**src/rtl/pll_phase_step_ctrl.sv**
```systemverilog
// pll_phase_step_ctrl: drives the GTP_PLL_E3 dynamic fine-phase pins.
// It accepts one phase-shift request, issues the step pulses with the
// configured spacing, issues load_phase, then waits for PLL lock and
// reports done or err as single-cycle pulses.
module pll_phase_step_ctrl #(
  parameter int STEP_GAP     = 8,
  parameter int LOCK_TIMEOUT = 4096,
  parameter int CNT_W        = 8
) (
  input  logic             clk,
  input  logic             rst_n,
  input  logic             req_valid,
  output logic             req_ready,
  input  logic [2:0]       req_sel,
  input  logic             req_dir,
  input  logic [CNT_W-1:0] req_steps,
  input  logic             pll_lock,
  output logic [2:0]       phase_sel,
  output logic             phase_dir,
  output logic             phase_step_n,
  output logic             load_phase,
  output logic             busy,
  output logic             done,
  output logic             err
);

  localparam int TO_W = (LOCK_TIMEOUT > 2) ? $clog2(LOCK_TIMEOUT) : 1;
  localparam logic [7:0]      GAP_LAST = 8'(STEP_GAP - 1);
  localparam logic [TO_W-1:0] TO_LAST  = TO_W'(LOCK_TIMEOUT - 1);

  typedef enum logic [2:0] {
    IDLE, SETUP, STEP, GAP, LOAD, WAIT_LOCK, DONE, ERR
  } state_t;

  state_t           state_q, state_d;
  logic [2:0]       sel_q, sel_d;
  logic             dir_q, dir_d;
  logic [CNT_W-1:0] rem_q, rem_d;
  logic [7:0]       gap_q, gap_d;
  logic [TO_W-1:0]  to_q, to_d;

  logic [2:0] phase_sel_q, phase_sel_d;
  logic       phase_dir_q, phase_dir_d;
  logic       phase_step_n_q, phase_step_n_d;
  logic       load_phase_q, load_phase_d;
  logic       busy_q, busy_d;
  logic       done_q, done_d;
  logic       err_q, err_d;
  logic       req_ready_q, req_ready_d;

  // State, request latches, counters and registered outputs.
  always_ff @(posedge clk) begin
    if (!rst_n) begin
      state_q        <= IDLE;
      sel_q          <= '0;
      dir_q          <= 1'b0;
      rem_q          <= '0;
      gap_q          <= '0;
      to_q           <= '0;
      phase_sel_q    <= '0;
      phase_dir_q    <= 1'b0;
      phase_step_n_q <= 1'b1;
      load_phase_q   <= 1'b0;
      busy_q         <= 1'b0;
      done_q         <= 1'b0;
      err_q          <= 1'b0;
      req_ready_q    <= 1'b0;
    end else begin
      state_q        <= state_d;
      sel_q          <= sel_d;
      dir_q          <= dir_d;
      rem_q          <= rem_d;
      gap_q          <= gap_d;
      to_q           <= to_d;
      phase_sel_q    <= phase_sel_d;
      phase_dir_q    <= phase_dir_d;
      phase_step_n_q <= phase_step_n_d;
      load_phase_q   <= load_phase_d;
      busy_q         <= busy_d;
      done_q         <= done_d;
      err_q          <= err_d;
      req_ready_q    <= req_ready_d;
    end
  end

  // Next-state, request latching and counter updates.
  always_comb begin
    state_d = state_q;
    sel_d   = sel_q;
    dir_d   = dir_q;
    rem_d   = rem_q;
    gap_d   = gap_q;
    to_d    = to_q;
    case (state_q)
      IDLE: begin
        if (req_valid && req_ready_q) begin
          sel_d = req_sel;
          dir_d = req_dir;
          rem_d = req_steps;
          if (req_sel > 3'd5)          state_d = ERR;
          else if (req_steps == '0)    state_d = DONE;
          else                         state_d = SETUP;
        end
      end
      SETUP: state_d = pll_lock ? STEP : ERR;
      STEP: begin
        rem_d   = rem_q - CNT_W'(1);
        gap_d   = '0;
        state_d = pll_lock ? GAP : ERR;
      end
      GAP: begin
        if (!pll_lock)             state_d = ERR;
        else if (gap_q == GAP_LAST) state_d = (rem_q != '0) ? STEP : LOAD;
        else                       gap_d = gap_q + 8'd1;
      end
      LOAD: begin
        to_d    = '0;
        state_d = WAIT_LOCK;
      end
      WAIT_LOCK: begin
        if (pll_lock)              state_d = DONE;
        else if (to_q == TO_LAST)  state_d = ERR;
        else                       to_d = to_q + TO_W'(1);
      end
      DONE:    state_d = IDLE;
      ERR:     state_d = IDLE;
      default: state_d = IDLE;
    endcase
  end

  // Outputs are decoded from the next state so they register in step with it.
  always_comb begin
    phase_sel_d    = phase_sel_q;
    phase_dir_d    = phase_dir_q;
    if (state_d == SETUP) begin
      phase_sel_d = sel_d;
      phase_dir_d = dir_d;
    end
    phase_step_n_d = (state_d != STEP);
    load_phase_d   = (state_d == LOAD);
    busy_d         = (state_d != IDLE);
    done_d         = (state_d == DONE);
    err_d          = (state_d == ERR);
    req_ready_d    = (state_d == IDLE) && pll_lock;
  end

  assign phase_sel    = phase_sel_q;
  assign phase_dir    = phase_dir_q;
  assign phase_step_n = phase_step_n_q;
  assign load_phase   = load_phase_q;
  assign busy         = busy_q;
  assign done         = done_q;
  assign err          = err_q;
  assign req_ready    = req_ready_q;

endmodule

```
**config.mk**
```make
export PLATFORM = sky130hd
export DESIGN_NAME = pll_phase_step_ctrl
export DESIGN_NICKNAME = d
export VERILOG_FILES = /design/src/rtl/pll_phase_step_ctrl.sv
export SDC_FILE = /design/constraint.sdc
export NUM_CORES = 1
export LEC_CHECK = 0
export ABC_CLOCK_PERIOD_IN_PS = 2500
export CORE_UTILIZATION = 60
export DETAILED_ROUTE_END_ITERATION = 7
export DONT_BUFFER_PORTS = 1
export HOLD_SLACK_MARGIN = 0.03
export PLACE_DENSITY_LB_ADDON = 0.12
export SLEW_MARGIN = 10
export SYNTH_ARGS = -nofsm -noshare
export SYNTH_HDL_FRONTEND = slang
export SYNTH_SLANG_ARGS = --single-unit
export TNS_END_PERCENT = 100
```
**constraint.sdc**
```tcl
create_clock -name clk -period 2.5 [get_ports clk]
set_clock_uncertainty 0.2 [all_clocks]
set_input_delay 0.625 -clock clk [delete_from_list [all_inputs] [get_ports clk]]
set_output_delay 0.625 -clock clk [all_outputs]
set_load 0.01 [all_outputs]
```
==> flow_summary.json <==
{
  "grt_usage_pct": 25.5,
  "peakVddDrop_mv": 0.600,
  "leakagePower_uw": 0.000808,
  "wl_per_cell_um": 14.8,
  "reg2reg_to": "phase_step_n$_SDFF_PN1_",
  "gp_congestion": 0.845,
  "netlist_area_um2": 2280,
  "cp_top_family": "simple AND/OR/NAND/NOR gates",
  "start_util_pct": 62.2,
  "pre_cts_ws_ns": 0.152,
  "cp-startpoint": "state_q[1]$_SDFF_PN0_",
  "synth_top_family_by_area": "simple AND/OR/NAND/NOR gates",
  "clockRootBuffer": "clkbuf_8",
  "synth-xor-area-share_pct": 6.16,
  "p_sw_uw": 859,
  "synth-simple-area-share_pct": 27.0,
  "htreeDepth": 2,
  "synth_cells": 261,
  "hp-class": "in2reg",
  "postCtsSetupBuffers": 0,
  "hpwl_mm": 3.43,
  "finalCriticalPeriod_ns": 2.28,
  "synth_top_cell_by_area": "dfxtp_1",
  "r2r_cells": 5,
  "dp_cells": 310,
  "tightest_slew_ns": 0.606,
  "fin_crit_sh_pct": 91.0,
  "setup_violations": 0,
  "critPathMaxFanout": 10,
  "status": "completed",
  "syn2layout_area_growth_pct": 7.42,
  "grt_pass1_wl_mm": 8.05,
  "p_seq_share_pct": 42.8,
  "ys.flop_type": "dfxtp_1",
  "die_h_um": 63.6,
  "synthMuxAreaShare_pct": 3.52,
  "vias": 1903,
  "ys_ff_latch": 45,
  "wl_mm": 4.71,
  "drive_gt1_share_pct": 13.0,
  "crit_path_top_delay_cell": "nor4_2",
  "path_cells": "inv_1 > nand4_1 > a21oi_1 > nor4_2 > or3b_1",
  "maxCapViolCount": 0,
  "antenna_found_initial": 0,
  "yosysTopAreaCellShare_pct": 39.6,
  "rsz0062_at_grt": "false",
  "place.port_buffers": 0,
  "ioPinCount": 26,
  "die_width_um": 63.6,
  "viasPerCell": 6.00,
  "fin_cells": 317,
  "netSwitchingFraction_pct": 37.8,
  "synth_area_leaders": "dfxtp_1 (40%), xnor2_1 (5.8%), nor2_1 (4.9%)",
  "grt_max_degree": 14,
  "maxSlewHeadroom_pct": 59.2,
  "yosys.area_share.adder_pct": 2.20,
  "endpoint_kind": "flop",
  "finalMaxSlewViolations": 0,
  "p_int_uw": 1410,
  "synth.distinct_cells": 49,
  "clock_path_buffers": 2,
  "core_area_um2": 3660,
  "syn_area_per_cell_um2": 8.72,
  "cp-start-kind": "flop",
  "seq_area_um2": 901,
  "n_antenna_cell": 0,
  "grt-ovfl-total": 0,
  "ant_nets": 0,
  "synth_edf_count": 0,
  "multiInputGateArea_um2": 1270,
  "arrival_ns": 2.26,
  "p_total_uw": 2270,
  "crit_buf_inv": 1,
  "synth_compound_area_share_pct": 16.7,
  "cts.sinks": 45,
  "p_clk_share_pct": 20.3,
  "clock_latency_ns": 0.30,
  "synth_seq_area_share_pct": 39.6,
  "grt_pass1_vias": 1743,
  "tns_ns": 0,
  "crit_type": "reg2reg",
  "numCtsBuffers": 5,
  "die_area_um2": 4040,
  "power_density_nw_per_um2": 930,
  "synth_warnings": 0,
  "rows": 22,
  "r2r_start": "state_q[1]$_SDFF_PN0_",
  "crit_cells": 5,
  "synthArstFlopShare_pct": 0,
  "drt_pass1_iterations": 4,
  "fillers": 326,
  "worst_slack_ns": 0.224,
  "hold_violations": 0,
  "fmax_ghz": 0.439,
  "synthesis.nets": 281,
  "drcViolationCount": 0,
  "max_stage_delay_ns": 0.59,
  "cts_hold_buf": 0,
  "cts_resized": 0,
  "fin_nets": 289,
  "regToRegSetupSlack_ns": 0.22,
  "endpoint": "phase_step_n$_SDFF_PN1_",
  "worstPathRequired_ns": 2.48,
  "combPwrFrac_pct": 36.9,
  "path_clk_slew_ns": 0.09,
  "cts_tree": "built",
  "drt_iter0_markers": 116
}
-- final cells by class --
cell class	count	share of cell area [%]
flip-flops and latches	45	36.8
inverters	10	1.54
clock inverters	1	0.307
well taps	48	2.46
multi-input cells	195	51.8
clock buffers	6	3.38
repair buffers	12	3.68
-- power groups by stage --
stage / Combinational [µW] / Sequential (µW) / Clock [µW]
2_1_floorplan: 714 / 926 / 0
3_3_place_gp: 821 / 987 / 0
3_5_place_dp: 823 / 987 / 0
4_1_cts: 828 / 973 / 469
5_1_grt: 930 / 996 / 507
6_report: 838 / 974 / 462
-- cells in the final DEF, fill, tap and decap left out, types with 2 or more instances in the layout --
cell type / n
dfxtp_1: 45
nor2_1: 30
nand2_1: 29
a21oi_1: 19
xnor2_1: 15
buf_4: 12
inv_1: 9
nand3_1: 9
a2111oi_0: 9
nor4_1: 7
nand4_1: 7
clkbuf_8: 6
a31oi_1: 4
nor3_1: 4
or3_1: 4
o211ai_1: 4
o21ai_0: 4
and2_1: 4
mux2_4: 4
ha_1: 4
a211oi_1: 3
nand3b_1: 2
nor4_2: 2
nand2b_1: 2
nor3b_1: 2
a21o_1: 2
a311oi_1: 2
and4_1: 2
mux2i_1: 2
-- routing by layer --
layer | up-vias | track usage, % | share of wire (%)
met5 | - | 0 | 0
met3 | 5 | 7.25 | 3.9
li1 | 956 | - | -
met2 | 33 | 38.2 | 44
met4 | 0 | 10.5 | 1.6
met1 | 909 | 34.0 | 50
-- state kept, by name, indices dropped and copies added, names as in the netlist --
register and cells:
to_q 12, phase_sel 3, sel_q 3, busy 1, err 1, gap_q 8
phase_step_n 1, rem_q 8, phase_dir 1, req_ready 1, load_phase 1, done 1
dir_q 1, state_q 3
-- cell families after synthesis --
kind of cell,after synthesis
flops,45
simple gates,114
fa+ha+maj,4
mux,6
buf+inv,21
compound gates,55
xor+xnor,16
-- worst min-delay path by stage --
stage                             to  slack, ns  depth (start not counted)              from
2_1_floorplan       dir_q$_SDFF_PN0_       0.24                          2  dir_q$_SDFF_PN0_
3_3_place_gp        dir_q$_SDFF_PN0_       0.25                          2  dir_q$_SDFF_PN0_
3_5_place_dp        dir_q$_SDFF_PN0_       0.26                          2  dir_q$_SDFF_PN0_
4_1_cts        rem_q[0]$_SDFFE_PN0P_       0.25                          2             rst_n
5_1_grt        rem_q[6]$_SDFFE_PN0P_       0.25                          2             rst_n
6_report       rem_q[0]$_SDFFE_PN0P_       0.26                          2             rst_n
-- Yosys cell counts (2+ instances only) --
cell       number
a2111oi_0       9
a211oi_1        3
a21o_1          2
a21oi_1        19
a311oi_1        2
a31oi_1         4
and2_1          4
and4_1          2
buf_6           4
clkbuf_1        7
dfxtp_1        45
ha_1            4
inv_1           9
mux2_4          4
mux2i_1         2
nand2_1        29
nand2b_1        2
nand3_1         9
nand3b_1        2
nand4_1         7
nor2_1         30
nor3_1          4
nor3b_1         2
nor4_1          7
nor4_2          2
o211ai_1        4
o21ai_0         4
or3_1           4
xnor2_1        15
-- per-stage QoR --
step | hold slack (ns) | util, % | cell area [µm²]
after floorplan | 0.240 | - | 2280
after global placement | 0.252 | 64.3 | 2350
after detailed placement | 0.258 | 64.3 | 2350
after CTS | 0.254 | 66.8 | 2440
after global routing | 0.254 | 66.8 | 2440
final | 0.256 | 66.8 | 2440
(Power assumes the default switching activity.)
